## config.mk

```make
export PLATFORM = sky130hd
export DESIGN_NAME = hazard_scoreboard
export DESIGN_NICKNAME = d
export VERILOG_FILES = /design/src/rtl/hazard_scoreboard_pkg.sv /design/src/rtl/hazard_scoreboard_tag_stage.sv /design/src/rtl/hazard_scoreboard.sv
export SDC_FILE = /design/constraint.sdc
export NUM_CORES = 1
export LEC_CHECK = 0
export BUFFER_PORTS_ARGS = -buffer_cell sky130_fd_sc_hd__buf_2
export CORE_MARGIN = 4
export CORE_UTILIZATION = 39
export CTS_BUF_LIST = sky130_fd_sc_hd__clkbuf_8
export CTS_CLUSTER_SIZE = 14
export DETAILED_ROUTE_END_ITERATION = 12
export GPL_TIMING_DRIVEN = 0
export RECOVER_POWER = 100
export SYNTH_ARGS = -nofsm -noshare
export SYNTH_HDL_FRONTEND = slang
export SYNTH_SLANG_ARGS = --single-unit
```

## constraint.sdc

```tcl
create_clock -name i_clock -period 4.5 [get_ports i_clock]
set_input_delay 0.9 -clock i_clock [delete_from_list [all_inputs] [get_ports i_clock]]
set_output_delay 0.9 -clock i_clock [all_outputs]
set_load 0.005 [all_outputs]
```

## src/rtl/hazard_scoreboard_pkg.sv

```systemverilog
// Constants shared by the pipeline hazard/forwarding logic.
// Register-index width, the r0 index and the forwarding source codes.
package hazard_scoreboard_pkg;

  localparam int NB_REG = 5;
  localparam logic [4:0] ZERO_REG = 5'd0;

  typedef enum logic [1:0] {
    FROM_ID_EX  = 2'd0,
    FROM_EX_MEM = 2'd1,
    FROM_MEM_WB = 2'd2
  } fwd_src_e;

endpackage

```

## src/rtl/hazard_scoreboard_tag_stage.sv

```systemverilog
// One destination-tag slot: holds {rd, wr_en, mem_read}, loads the incoming
// tag or a bubble on each enabled edge, and clears asynchronously.
module hazard_scoreboard_tag_stage
  import hazard_scoreboard_pkg::*;
#(
  parameter int NB_REG = hazard_scoreboard_pkg::NB_REG
) (
  input  logic              i_clock,
  input  logic              i_reset,
  input  logic              i_enable,
  input  logic              i_load,
  input  logic [NB_REG-1:0] i_rd,
  input  logic              i_wr_en,
  input  logic              i_mem_read,
  output logic [NB_REG-1:0] o_rd,
  output logic              o_wr_en,
  output logic              o_mem_read
);

  logic [NB_REG-1:0] rd_q, rd_d;
  logic              wr_en_q, wr_en_d;
  logic              mem_read_q, mem_read_d;

  // A bubble is an all-zero tag so it can never match a consumer.
  always_comb begin
    rd_d       = '0;
    wr_en_d    = 1'b0;
    mem_read_d = 1'b0;
    if (i_load) begin
      rd_d       = i_rd;
      wr_en_d    = i_wr_en;
      mem_read_d = i_mem_read;
    end
  end

  always_ff @(posedge i_clock or negedge i_reset) begin
    if (!i_reset) begin
      rd_q       <= '0;
      wr_en_q    <= 1'b0;
      mem_read_q <= 1'b0;
    end else if (i_enable) begin
      rd_q       <= rd_d;
      wr_en_q    <= wr_en_d;
      mem_read_q <= mem_read_d;
    end
  end

  assign o_rd       = rd_q;
  assign o_wr_en    = wr_en_q;
  assign o_mem_read = mem_read_q;

endmodule

```

## src/rtl/hazard_scoreboard.sv

```systemverilog
// Destination-tag tracker for the ID/EX, EX/MEM and MEM/WB slots, with
// load-use stall detection and a saturating stall-cycle counter.
module hazard_scoreboard
  import hazard_scoreboard_pkg::*;
#(
  parameter int NB_REG = hazard_scoreboard_pkg::NB_REG,
  parameter int NB_CNT = 16
) (
  input  logic              i_clock,
  input  logic              i_reset,
  input  logic              i_enable,
  input  logic              i_flush,
  input  logic              i_id_valid,
  input  logic [NB_REG-1:0] i_id_rs,
  input  logic [NB_REG-1:0] i_id_rt,
  input  logic              i_id_rt_used,
  input  logic [NB_REG-1:0] i_id_rd,
  input  logic              i_id_wr_en,
  input  logic              i_id_mem_read,
  output logic              o_stall,
  output logic [NB_REG-1:0] o_id_ex_rd,
  output logic              o_id_ex_wr_en,
  output logic [NB_REG-1:0] o_ex_mem_rd,
  output logic              o_ex_mem_wr_en,
  output logic [NB_REG-1:0] o_mem_wb_rd,
  output logic              o_mem_wb_wr_en,
  output logic [NB_CNT-1:0] o_stall_count
);

  localparam logic [NB_REG-1:0] ZERO_TAG = NB_REG'(ZERO_REG);

  logic              id_wr_en;
  logic              id_ex_load;
  logic              id_ex_mem_read;
  logic              ex_mem_mem_read;
  logic [NB_CNT-1:0] cnt_q, cnt_d;

  // Writes to r0 are discarded here so r0 never shows up as a live tag.
  assign id_wr_en = i_id_wr_en & (i_id_rd != ZERO_TAG);

  assign o_stall = i_id_valid & id_ex_mem_read & o_id_ex_wr_en &
                   (o_id_ex_rd != ZERO_TAG) &
                   ((o_id_ex_rd == i_id_rs) |
                    (i_id_rt_used & (o_id_ex_rd == i_id_rt)));

  assign id_ex_load = i_id_valid & ~i_flush & ~o_stall;

  hazard_scoreboard_tag_stage #(.NB_REG(NB_REG)) u_id_ex (
    .i_clock    (i_clock),
    .i_reset    (i_reset),
    .i_enable   (i_enable),
    .i_load     (id_ex_load),
    .i_rd       (i_id_rd),
    .i_wr_en    (id_wr_en),
    .i_mem_read (i_id_mem_read),
    .o_rd       (o_id_ex_rd),
    .o_wr_en    (o_id_ex_wr_en),
    .o_mem_read (id_ex_mem_read)
  );

  hazard_scoreboard_tag_stage #(.NB_REG(NB_REG)) u_ex_mem (
    .i_clock    (i_clock),
    .i_reset    (i_reset),
    .i_enable   (i_enable),
    .i_load     (1'b1),
    .i_rd       (o_id_ex_rd),
    .i_wr_en    (o_id_ex_wr_en),
    .i_mem_read (id_ex_mem_read),
    .o_rd       (o_ex_mem_rd),
    .o_wr_en    (o_ex_mem_wr_en),
    .o_mem_read (ex_mem_mem_read)
  );

  hazard_scoreboard_tag_stage #(.NB_REG(NB_REG)) u_mem_wb (
    .i_clock    (i_clock),
    .i_reset    (i_reset),
    .i_enable   (i_enable),
    .i_load     (1'b1),
    .i_rd       (o_ex_mem_rd),
    .i_wr_en    (o_ex_mem_wr_en),
    .i_mem_read (ex_mem_mem_read),
    .o_rd       (o_mem_wb_rd),
    .o_wr_en    (o_mem_wb_wr_en),
    .o_mem_read ()
  );

  always_comb begin
    cnt_d = cnt_q;
    if (o_stall && (cnt_q != {NB_CNT{1'b1}}))
      cnt_d = cnt_q + NB_CNT'(1);
  end

  always_ff @(posedge i_clock or negedge i_reset) begin
    if (!i_reset)
      cnt_q <= '0;
    else if (i_enable)
      cnt_q <= cnt_d;
  end

  assign o_stall_count = cnt_q;

endmodule

```

-- Word-level counts from Yosys, hierarchy flattened
Index checks and enable logic that the tools add are counted.
Widths: inputs -> output; s select.
- $add $sub $neg: 1
- eq/ne operators: 3
- muxes and demuxes: 3
- bitwise gates (word level): 11
- reduce and logical (&&, ||, !) cells: 4
- operators with widths (kind ; number):
    $add 16x1->16 const B ; 1
    $ne 16x16->1 const B ; 1
    $eq 5x5->1 ; 2
    $reduce_bool 5->1 ; 2
    $and 1x1->1 ; 8
    $mux 5 ; 1
    $mux 1 ; 2
    $not 1->1 ; 2
    $reduce_and 2->1 ; 1
    $logic_and 1x1->1 ; 1
    $or 1x1->1 ; 1
- bits in registers: 35
- output and inout port bits: 35
- logic and storage cells: 30

-- Logic depth before layout (Yosys ltp)
Gate-level depths: netlist of run 1.
- word-level depth: 7
- mapped depth: 7

-- Hierarchy
A second synthesis of run 1 with hierarchy kept.
- cell total of the unflattened synthesis: 172
- area total of the unflattened synthesis: 1779.2 µm²
- by module, submodules not included (module ; times used ; cells each ; area each (µm²)):
    hazard_scoreboard ; 1 ; 85 ; 930.9
    hazard_scoreboard_tag_stage ; 3 ; 29 ; 282.8

-- Worst setup path after synthesis of run 1
No wires, ideal clock.
- kind: input -> output
- from: input i_id_rs[4]
- to: output o_stall
- data arrival time: 1.833 ns
- data required time: 3.600 ns
- slack: 1.767 ns
- cell stages on the path: 5
- path buffers: 1
- path through: xnor2_1 nand3_1 o22ai_2 buf_2 and2_2
- cells in the longest elaborated chain, start to end: 3
- ends and longest elaborated chain (item ; RTL line ; source):
    from (decl) ; hazard_scoreboard.sv:14 ; input logic [NB_REG-1:0] i_id_rs,
    $eq 5x5->1 ; hazard_scoreboard.sv:43 ; ((o_id_ex_rd == i_id_rs) |
    $or 1x1->1 ; hazard_scoreboard.sv:43 ;
    $and 1x1->1 ; hazard_scoreboard.sv:42 ; (o_id_ex_rd != ZERO_TAG) &
    to (decl) ; hazard_scoreboard.sv:20 ; output logic o_stall,
No other way between the ends.

-- Worst setup path in the final report of run 1
- from: input i_id_rt[4]
- to: output o_stall
- cells in the longest elaborated chain, start to end: 4
- ends and longest elaborated chain (item ; RTL line ; source):
    from (decl) ; hazard_scoreboard.sv:15 ; input logic [NB_REG-1:0] i_id_rt,
    $eq 5x5->1 ; hazard_scoreboard.sv:44 ; (i_id_rt_used & (o_id_ex_rd == i_id_rt)));
    $and 1x1->1 ; hazard_scoreboard.sv:44 ;
    $or 1x1->1 ; hazard_scoreboard.sv:43 ;
    $and 1x1->1 ; hazard_scoreboard.sv:42 ;
No other way between the ends.

==> results.md, run 1 <==
- Status: finished with violations
- Failing checks: max-capacitance violations, max-slew violations
- Design Power: 0.607 mW
- Flops & latches, synth: 35
- Seq pwr share: around 56%
- Total GRT Usage: ~16%
- Initial cell density of the core: between 40% and 50%
- Post-DP Area: between 2000 and 2500 µm²
- Finished Cell Area: 2080 µm²
- Ant diodes: 0
- Clk sinks: 35
- Syn_nets: around 170
- Postcts setup bufs: 0
- Initial antenna violation count: 0
- Most common cell after layout, fill and taps aside: buf_2
- Period minus WS final: 3440 ps
- Per-cell routed wire length: 15.4 µm
- CP Data Arrival Time: 2540 ps
- Worst VDD drop: roughly 0.15 mV
- Cell Rows: 23
- PostCTS Resize Cnt: 0
- Slew HR: -23.8%
- FMAX: roughly 0.29 GHz
- CTS tree: yes
- Ys Warns: 0
- Clk Latency, worst-skew pair: slightly below 300 ps
- Cts bufs inserted: 5
- Post-Syn Instances: between 100 and 150
- DR vias: ~1,400
- Clock Root Buffer: clkbuf_8
- Largest net degree at the start of global routing: 36
- Die width: ~74 µm
- Reg area: roughly 880 µm²
- Worst-Margin Slew: roughly 1900 ps
- Clk pwr share: approximately a third
- Cell Int Power: between 0.4 and 0.5 mW
- Placed cell count: between 200 and 300
- Sequential area share after synthesis: around half
- Final non-filler cell total: between 200 and 300
- I/O pins: 58
- Gr ovfl total: 0
- Fin crit share: about three quarters
- Power Dens Cells: around 290 nW/µm²
- Fill count: 399
- Hpwl dp: ~3.1 mm
- Routability Congestion: 0.815
- Worst setup SP type: primary input
- Die Area: 5520 µm²
- Unique cell type count in the Yosys netlist: 28
- H-Tree Depth: 2
- Power share of the combinational group: 11.0%
- Clock Skews: approximately 4.5 ps
- Setup TNS: 0 ps
- Max Cap Viol: 1
- Final hold violation count: 0
- RSZ-0062 raised after global routing: false
- Worst EP required: approximately 3600 ps
- Hold Buf Count CTS: 0
- Fin util: about half
- Vias in the first global route: roughly 1,400
- Worst-case clock buffer depth: 2
- Commonest non-fill, non-tap cells in the layout: buf_2 (38), dfrtp_1 (35), xnor2_1 (25)
- Mean Syn Cell Area: 11.7 µm²
- Fin nets: roughly 230
- Pre-antenna DRT Iters: 4
- Via density: around 5.3
- Detail Route Antenna Nets: 0
- Sw Pwr: 0.145 mW
- Fin. max-slew vios: 36
- Total core area: 4120 µm²
- Violation count after the first detailed-routing iteration: between 70 and 80
- Layout cell share with drive strength beyond 1: between 20% and 30%
- Footprint of the multi-input gates: roughly 800 µm²
- Endpoints failing setup: 0
- Crit Path Class: primary input to output port
- Leakage Power: roughly 0.96 nW
- Switching share of power: between 20% and 30%
- First-pass GRT wire length: approximately 6.8 mm
- Total Wirelength: approximately 4 mm
- DRC viols: 0
- Die H: approximately 74 µm
- Hold Path Class: register to register
- PortBufs: 56
- CP max FO: 10
- Mapped Area: around 1700 µm²
- Crit. End Element: output port
- Worst-path clk slew: approximately 60 ps
- Layout area overhead: 21.1%
## layout make-up
cell class	count	share of cell area, %
clock inverter	1	0.181
sequential	35	42.2
timing repair buffer	56	12.3
inverter	1	0.181
buffer	6	1.20
multi-input combinational	105	37.7
tap	50	3.01
clock buffer	5	3.31
## power by group through the flow
| stage | sequential [mW] | clock, mW | combinational [mW] |
|---|---|---|---|
| 3_3_place_gp | 0.343 | 0 | 0.0698 |
| 3_5_place_dp | 0.344 | 0 | 0.0720 |
| 4_1_cts | 0.338 | 0.210 | 0.0723 |
| 2_1_floorplan | 0.343 | 0 | 0.0346 |
| 6_report | 0.338 | 0.203 | 0.0665 |
| 5_1_grt | 0.340 | 0.228 | 0.0741 |
## critical path: stages
cell,delay [ps]
buf_2,110
xnor2_1,140
nand4_1,100
o22ai_1,570
clkbuf_1,400
and2_2,220
clkbuf_1,110
## synth_stat cells
| cell | number | share of area (%) |
|---|---|---|
| dfrtp_1 | 35 | 51 |
| xnor2_1 | 25 | 13 |
| nand3_1 | 14 | 4.1 |
| mux2_2 | 12 | 7.9 |
| nand2_1 | 9 | 2.0 |
| nand4_1 | 8 | 2.9 |
| a22o_1 | 6 | 3.1 |
| nor3_1 | 5 | 1.5 |
| and3_1 | 4 | 1.5 |
| nor2_1 | 4 | 0.88 |
| and3_2 | 3 | 1.3 |
| buf_2 | 3 | 0.88 |
| and4_1 | 2 | 1.0 |
| clkbuf_1 | 2 | 0.44 |
| nand4b_1 | 2 | 1.0 |
| a211oi_4 | 1 | 1.2 |
| a32o_1 | 1 | 0.58 |
| and2_2 | 1 | 0.44 |
| buf_6 | 1 | 0.66 |
| ha_1 | 1 | 0.73 |
| inv_1 | 1 | 0.22 |
| mux2_1 | 1 | 0.66 |
| o21a_4 | 1 | 0.88 |
| o21ai_1 | 1 | 0.29 |
| o22ai_2 | 1 | 0.73 |
| or2_2 | 1 | 0.36 |
| or4_1 | 1 | 0.44 |
| or4_4 | 1 | 0.66 |
## registers in the layout (all words and copies together) (netlist names)
register / cells
u_id_ex.o_mem_read: 1
u_mem_wb.o_rd: 5
u_mem_wb.o_wr_en: 1
u_ex_mem.o_rd: 5
u_ex_mem.o_wr_en: 1
o_stall_count: 16
u_id_ex.o_rd: 5
u_id_ex.o_wr_en: 1
## worst paths after layout
path	from	depth (start not counted)	to	slack [ps]
hold / removal	u_mem_wb.o_rd[0]	1	u_mem_wb.o_rd[0]	500
setup / recovery	i_id_rt[4]	7	o_stall	1060
setup reg to reg	u_id_ex.o_rd[1]	4	u_id_ex.o_wr_en	2240
hold reg to reg	u_mem_wb.o_rd[0]	1	u_mem_wb.o_rd[0]	500
min in group asynchronous	i_reset	1	u_ex_mem.o_rd[3]	1110
max in group asynchronous	i_reset	1	o_stall_count[5]	2310
## cell families (layout without fill, tap and decap cells)
| logic type | after synthesis | count (layout) | synth area share (%) |
|---|---|---|---|
| and+or+nand+nor | 55 | 55 | 18.0 |
| DFF | 35 | 35 | 51.1 |
| xor gates and xnor gates | 25 | 25 | 12.8 |
| muxes | 13 | 13 | 8.53 |
| AOI/OAI and AO/OA | 11 | 11 | 6.71 |
| buffers and inverters | 7 | 69 | 2.19 |
| adders and majority gates | 1 | 1 | 0.729 |
## stage by stage
| stage | setup slack, ps | hold WS [ps] |
|---|---|---|
| after global placement | 1370 | 478 |
| after CTS | 1350 | 506 |
| after global routing | 869 | 521 |
| after floorplan | 1770 | 465 |
| final | 1060 | 501 |
| after detailed placement | 1350 | 494 |
## routing by layer
layer  GRT usage, %  wire, µm
met5              0         0
met4           6.32        58
met3           5.14       238
met1           21.0      1770
met2           26.0      1930
Power figures use the tool's default switching activity.
==> inputs of run 2 (changes only) <==
ABC_AREA = 1   (was unset)
clock period = 3.4 ns   (was 4.5 ns; I/O delays follow)
==> run 2 against run 1 <==
The flow still finishes with violations (max-capacitance violations, max-slew violations). Register-to-register slack lost 1100 ps. Synthesized cell count grew 78%. Sequential power increased by 32%. Final cell count is 52% higher. Critical endpoint is now o_stall_count[6]. Die area up 11%. Critical path depth is 1 higher. Count of clock-buffer cells in the layout grew 1. Via count grew 32%. Hold slack worse by 22 ps. Non-clock buffer count unchanged. Clock skew increased by 0.69 ps. Setup slack better by 63 ps.
==> results.md, run 2 <==
- Status: finished with violations (unchanged)
- Post-Syn Instances: 261 (was 147)
- Dominant synthesized flop cell: dfrtp_1 (unchanged)
- CP Data Arrival Time: 2500 ps (was 2540 ps)
- Worst-case clock buffer depth: 2 (unchanged)
- Die width: 78.4 µm (was 74.3 µm)
- Layout area overhead: 22.5% (was 21.1%)
- Setup TNS: 0 ps (unchanged)
- Placed cell count: 385 (was 253)
- Number of flip-flops under the largest register name: 16 (unchanged)
- Worst-Margin Slew: 1850 ps (was 1860 ps)
- Worst setup SP type: register (was primary input)
- Top cells by count, synth: nand2_1 (109), dfrtp_1 (35), inv_1 (24) (was dfrtp_1 (35), xnor2_1 (25), nand3_1 (14))
- Cell Int Power: 0.703 mW (was 0.462 mW)
- CTS tree: yes (unchanged)
- Post-synth top area cell: dfrtp_1 (unchanged)
- Fin crit share: 66.9%
- Mapped Area: 1930 µm² (was 1720 µm²)
- Slew HR: -23.5% (was -23.8%)
- Leakage Power: 1.27 nW (was 0.963 nW)
- Hpwl dp: 3.55 mm (was 3.07 mm)
- Failing checks: max-capacitance violations, max-slew violations (unchanged)
- Initial cell density of the core: 40.6% (was 41.7%)
- Via density: 4.58 (was 5.27)
- Period minus WS final: about 2300 ps
- Routability Congestion: 0.804 (was 0.815)
- Vias in the first global route: 1,713 (was 1,415)
- Pre-antenna DRT Iters: 4 (unchanged)
- Sw Pwr: 0.212 mW (was 0.145 mW)
- RSZ-0062 raised after global routing: false (unchanged)
- Commonest non-fill, non-tap cells in the layout: nand2_1 (110), buf_2 (41), dfrtp_1 (35) (was buf_2 (38), dfrtp_1 (35), xnor2_1 (25))
- Final worst setup slack: 1120 ps (was 1060 ps)
- Total GRT Usage: 16.6% (was 16.4%)
- Total Wirelength: 4.68 mm (was 4.00 mm)
- Design Power: 0.915 mW (was 0.607 mW)
- DR vias: 1,799 (was 1,364)
- Power share of the combinational group: 9.2% (was 11.0%)
- Fin. max-slew vios: 36 (unchanged)
- Number of synthesized flops with an enable pin: 0 (unchanged)
- PostCTS Resize Cnt: 0 (unchanged)
- Clock Skews: 5.23 ps (was 4.54 ps)
- Per-cell routed wire length: 11.9 µm (was 15.4 µm)
- Initial antenna violation count: 0 (unchanged)
- First-pass GRT wire length: 8.11 mm (was 6.78 mm)
- Detail Route Antenna Nets: 0 (unchanged)
- Die H: 78.4 µm (was 74.3 µm)
- Max Cap Viol: 1 (unchanged)
- Worst EP required: 3620 ps (was 3600 ps)
- Syn_nets: 285 (was 171)
- Final hold violation count: 0 (unchanged)
- Ant diodes: 0 (unchanged)
- Switching share of power: 23.2% (was 23.8%)
- Async S/R FF share, synth: 100% (unchanged)
- Worst VDD drop: 0.134 mV (was 0.146 mV)
- Min-Delay Startpoint: u_mem_wb.o_wr_en (was u_mem_wb.o_rd[0])
- Total core area: 4750 µm² (was 4120 µm²)
- Crit Reg-Reg Endpoint: o_stall_count[6] (was u_id_ex.o_wr_en)
- Top cell by count, worst path: nand2_1 (was clkbuf_1)
- Largest net degree at the start of global routing: 36 (unchanged)
- Yosys top cell area share: 45.3% (was 51.1%)
- Crit. End Element: register (was output port)
- Fin nets: 349 (was 234)
- Postcts setup bufs: 0 (unchanged)
- DRC viols: 0 (unchanged)
- Fill count: 526 (was 399)
- Cts bufs inserted: 5 (unchanged)
- Crit Path Class: register to register (was primary input to output port)
- Clk Latency, worst-skew pair: 290 ps (about the same)
- Ys Warns: 0 (unchanged)
- Seq pwr share: 48.7% (was 55.7%)
- Cell Rows: 25 (was 23)
- Worst hold stages: 2 (was 1)
- Top-count cell post-synth: nand2_1 (was dfrtp_1)
- Power Dens Cells: 387 nW/µm² (was 292 nW/µm²)
- H-Tree Depth: 2 (unchanged)
- Violation count after the first detailed-routing iteration: 103 (was 71)
- Layout cell share with drive strength beyond 1: 17.8% (was 29.2%)
- PortBufs: 57 (was 56)
- Hold Buf Count CTS: 0 (unchanged)
- Worst R2R Setup Slack: 1120 ps (was 2240 ps)
- Gr ovfl total: 0 (unchanged)
- Mean Syn Cell Area: 7.40 µm² (was 11.7 µm²)
- Crit path cell chain: ha_1, nand3_1, nor3_1, nand3_2, nand4_1, clkbuf_1, nand2_1, nand2_1 (was buf_2, xnor2_1, nand4_1, o22ai_1, clkbuf_1, and2_2, clkbuf_1)
- Worst-path clk slew: 70 ps (was 60 ps)
- Endpoints failing setup: 0 (unchanged)
- Clk pwr share: 42.1% (was 33.4%)
- Worst R2R Start: o_stall_count[0] (was u_id_ex.o_rd[1])
- CP max FO: 10 (unchanged)
- Die Area: 6140 µm² (was 5520 µm²)
- Flops & latches, synth: 35 (unchanged)
- Worst reg-to-reg path cell count: 8 (was 4)
- Place WS: 1240 ps (was 1350 ps)
- CP max-delay cell: dfrtp_1 (was o22ai_1)
- Hold Path Class: register to register (unchanged)
- I/O pins: 58 (unchanged)
- FMAX: roughly 0.44 GHz
- Synth area leaders: dfrtp_1 (45%), nand2_1 (21%), inv_1 (4.7%) (was dfrtp_1 (51%), xnor2_1 (13%), mux2_2 (7.9%))
- Hold EP: u_mem_wb.o_wr_en (was u_mem_wb.o_rd[0])
- Clock Root Buffer: clkbuf_8 (unchanged)
- Clk sinks: 35 (unchanged)
- Final non-filler cell total: 393 (was 259)
- Sequential area share after synthesis: 45.3% (was 51.1%)
- Unique cell type count in the Yosys netlist: 20 (was 28)
- Most common cell after layout, fill and taps aside: nand2_1 (was buf_2)
- CP max stage delay: 430 ps (was 570 ps)
[run 2: cell types whose count changed in the layout (fill, tap and decap cells not counted), moves of 4 or more]
cell	change
a22o_1	-6
nand2_1	+101
clkbuf_1	-4
inv_1	+23
nand4_1	-7
mux2_2	-12
and3_1	-4
o21ai_0	+15
xnor2_1	-20
xor2_1	+10
nor2_1	+19
[run 2: cell type report]
type	instances	area, µm²	area share, %
Buffer	5	26.3	1.11
Clock buffer	6	82.6	3.49
Clock inverter	2	35.0	1.48
Inverter	27	101	4.28
Multi-Input combinational cell	194	896	37.9
Sequential cell	35	876	37.0
Tap cell	67	83.8	3.54
Timing Repair Buffer	57	265	11.2
[run 2: per-layer routing]
metal,up-vias,part of all wire (%),GRT usage [%]
li1,937,-,-
met2,57,47,26.8
met1,801,46,22.0
met3,4,6.1,3.78
met4,0,1.0,5.24
met5,-,0,0
[run 2: power groups by stage]
stage,Clock (mW),Combinational [mW],Sequential (mW)
floorplan,0,0.0383,0.453
global placement,0,0.0872,0.453
detailed placement,0,0.0885,0.453
finish,0.386,0.0839,0.446
global route,0.415,0.0986,0.448
CTS,0.398,0.0889,0.445
[run 2: cell families after synthesis]
kind of cell / count (synthesis) / share of synthesized area, %
adders and majority gates: 1 / 0.648
xor gates and xnor gates: 15 / 6.80
buffers and inverters: 32 / 6.99
DFF: 35 / 45.3
and+or+nand+nor: 159 / 35.0
AOI/OAI and AO/OA: 19 / 5.18
[run 2: worst max path at each step]
| stage | start | endpoint | cells past startpoint |
|---|---|---|---|
| 2_1_floorplan | i_id_rt[0] | o_stall | 8 |
| 3_3_place_gp | i_id_rt[1] | o_stall | 10 |
| 3_5_place_dp | i_id_rt[0] | o_stall | 9 |
| 4_1_cts | u_id_ex.o_rd[1] | o_stall | 9 |
| 5_1_grt | o_stall_count[0] | o_stall_count[13] | 8 |
| 6_report | o_stall_count[0] | o_stall_count[6] | 8 |
[run 2: worst max-delay path: cells and delay by family, from the launching register on]
family	cells	cell delay, ps
adders and majority gates	1	240
DFF	1	430
buffers and inverters	1	420
and+or+nand+nor	6	1110
[run 2: through the flow]
stage / hold slack [ps] / utilization, % / instance area [µm²]
2_1_floorplan: 384 / - / 1930
3_3_place_gp: 453 / 48.4 / 2300
3_5_place_dp: 459 / 48.4 / 2300
4_1_cts: 481 / 50.9 / 2420
5_1_grt: 516 / 49.8 / 2370
6_report: 479 / 49.8 / 2370
==> inputs of run 3 (changes only) <==
clock period = 2.3 ns   (was 3.4 ns; I/O delays follow)
==> run 3 against run 2 <==
The run now ends clean. Critical path depth up 1. Core utilization up 0.32 points. First-iteration DRC count down 6.8%. Wire length about the same. Power up 48%. Hold slack worse by 230 ps. Critical endpoint is now o_stall.
==> results.md, run 3 (same netlist as run 2, synthesis figures left out) <==
- Fin util: 50.1% (was 49.8%)
- Commonest non-fill, non-tap cells in the layout: nand2_1 (110), buf_2 (42), dfrtp_1 (35) (was nand2_1 (110), buf_2 (41), dfrtp_1 (35))
- Worst-path clk slew: 70 ps (about the same)
- Clock Root Buffer: clkbuf_8 (unchanged)
- CP Data Arrival Time: 1530 ps (was 2500 ps)
- Fin nets: 349 (unchanged)
- Ant diodes: 0 (unchanged)
- Worst VDD drop: 0.197 mV (was 0.134 mV)
- Design Power: 1.35 mW (was 0.915 mW)
- CTS tree: yes (unchanged)
- CP max FO: 6 (was 10)
- Worst setup SP type: register (unchanged)
- Crit. End Element: output port (was register)
- Fin. max-slew vios: 0 (was 36)
- Status: finished, final reports clean (was finished with violations)
- Final non-filler cell total: 393 (unchanged)
- Postcts setup bufs: 0 (unchanged)
- Final hold violation count: 0 (unchanged)
- Vias in the first global route: 1,713 (unchanged)
- Cts bufs inserted: 5 (unchanged)
- Fin crit share: between 80% and 90%
- RSZ-0062 raised after global routing: false (unchanged)
- Post-DP Area: 2300 µm² (unchanged)
- Final worst setup slack: 313 ps (was 1120 ps)
- Layout area overhead: 23.3% (was 22.5%)
- Finished Cell Area: 2380 µm² (was 2370 µm²)
- DRC viols: 0 (unchanged)
- Per-cell routed wire length: 11.9 µm (about the same)
- Gr ovfl total: 0 (unchanged)
- Largest net degree at the start of global routing: 36 (unchanged)
- Total core area: 4750 µm² (unchanged)
- Max Cap Viol: 0 (was 1)
- Power Dens Cells: 568 nW/µm² (was 387 nW/µm²)
- Leakage Power: 1.30 nW (was 1.27 nW)
- Die Area: 6140 µm² (unchanged)
- Period minus WS final: approximately 2000 ps
- Worst-case clock buffer depth: 2 (unchanged)
- Routability Congestion: 0.804 (unchanged)
- Hold Path Class: primary input to asynchronous set/reset pin (was register to register)
- Via density: 4.60 (was 4.58)
- Initial antenna violation count: 0 (unchanged)
- Worst R2R Start: o_stall_count[0] (unchanged)
- Place WS: 584 ps (was 1240 ps)
- H-Tree Depth: 2 (unchanged)
- PostCTS Resize Cnt: 0 (unchanged)
- Die H: 78.4 µm (unchanged)
- DR vias: 1,806 (was 1,799)
- Hpwl dp: 3.55 mm (unchanged)
- Clk Latency, worst-skew pair: 280 ps (was 290 ps)
- Clk sinks: 35 (unchanged)
- Slew HR: 48.6% (was -23.5%)
- PortBufs: 57 (unchanged)
- Die width: 78.4 µm (unchanged)
- Initial cell density of the core: 40.6% (unchanged)
- Placed cell count: 385 (unchanged)
- Most common cell after layout, fill and taps aside: nand2_1 (unchanged)
- Total Wirelength: 4.68 mm (about the same)
- Endpoints failing setup: 0 (unchanged)
- Hold Buf Count CTS: 0 (unchanged)
- Total GRT Usage: 16.6% (unchanged)
- Crit Reg-Reg Endpoint: o_stall_count[6] (unchanged)
- Worst reg-to-reg path cell count: 8 (unchanged)
- Violation count after the first detailed-routing iteration: 96 (was 103)
- I/O pins: 58 (unchanged)
- Pre-antenna DRT Iters: 4 (unchanged)
- Number of flip-flops under the largest register name: 16 (unchanged)
- Cell Rows: 25 (unchanged)
- FMAX: between 0.5 and 0.6 GHz
- Worst hold slack: 245 ps (was 479 ps)
- Clock Skews: 4.47 ps (was 5.23 ps)
- Detail Route Antenna Nets: 0 (unchanged)
- Worst-Margin Slew: 771 ps (was 1850 ps)
- Worst EP required: 1840 ps (was 3620 ps)
- Worst R2R Setup Slack: 360 ps (was 1120 ps)
- Setup TNS: 0 ps (unchanged)
- Layout cell share with drive strength beyond 1: 18.4% (was 17.8%)
- Fill count: 525 (was 526)
- First-pass GRT wire length: 8.11 mm (unchanged)
- Crit Path Class: register to output port (was register to register)
==> run 3: changes by cell type in the layout (fill, tap and decap cells not counted), sizes merged <==
cell    delta
buf        +2
clkbuf     -2
==> run 3: metal layers <==
layer	share of wire, %	track usage, %	vias up
li1	-	-	937
met1	47	22.0	811
met2	47	26.8	52
met3	5.1	3.78	6
met4	1.3	5.24	0
met5	0	0	-
==> run 3: worst max-delay path, stage by stage (launching register included) <==
cell     delay, ps
dfrtp_1        460
inv_1          110
nand2_1         70
nand2_1         40
nor2_1          90
nand3_1         70
nand2_1        140
nand2_1        100
inv_1           60
buf_2          100
==> run 3: how the worst max path moves through the flow <==
stage,start,to,slack [ps],depth (start not counted)
after floorplan,o_stall_count[0],o_stall_count[5],760,9
after global placement,i_id_rt[1],o_stall,600,10
after detailed placement,o_stall_count[0],o_stall_count[6],580,8
after CTS,u_id_ex.o_rd[1],o_stall,330,9
after global routing,o_stall_count[0],o_stall_count[13],160,8
final,u_id_ex.o_rd[0],o_stall,310,9
==> run 3: cell type report <==
type / instances / area [µm²] / area share, %
Timing Repair Buffer: 57 / 267 / 11.2
Clock buffer: 6 / 82.6 / 3.47
Inverter: 27 / 101 / 4.26
Sequential cell: 35 / 876 / 36.8
Tap cell: 67 / 83.8 / 3.52
Multi-Input combinational cell: 194 / 902 / 37.9
Clock inverter: 2 / 35.0 / 1.47
Buffer: 5 / 33.8 / 1.42
==> run 3: where the power goes <==
| part | leakage, nW | internal (mW) | switching (mW) |
|---|---|---|---|
| Clock | 0.0612 | 0.351 | 0.219 |
| Sequential | 0.480 | 0.639 | 0.0198 |
| Combinational | 0.755 | 0.0498 | 0.0745 |
| Total | 1.30 | 1.04 | 0.313 |
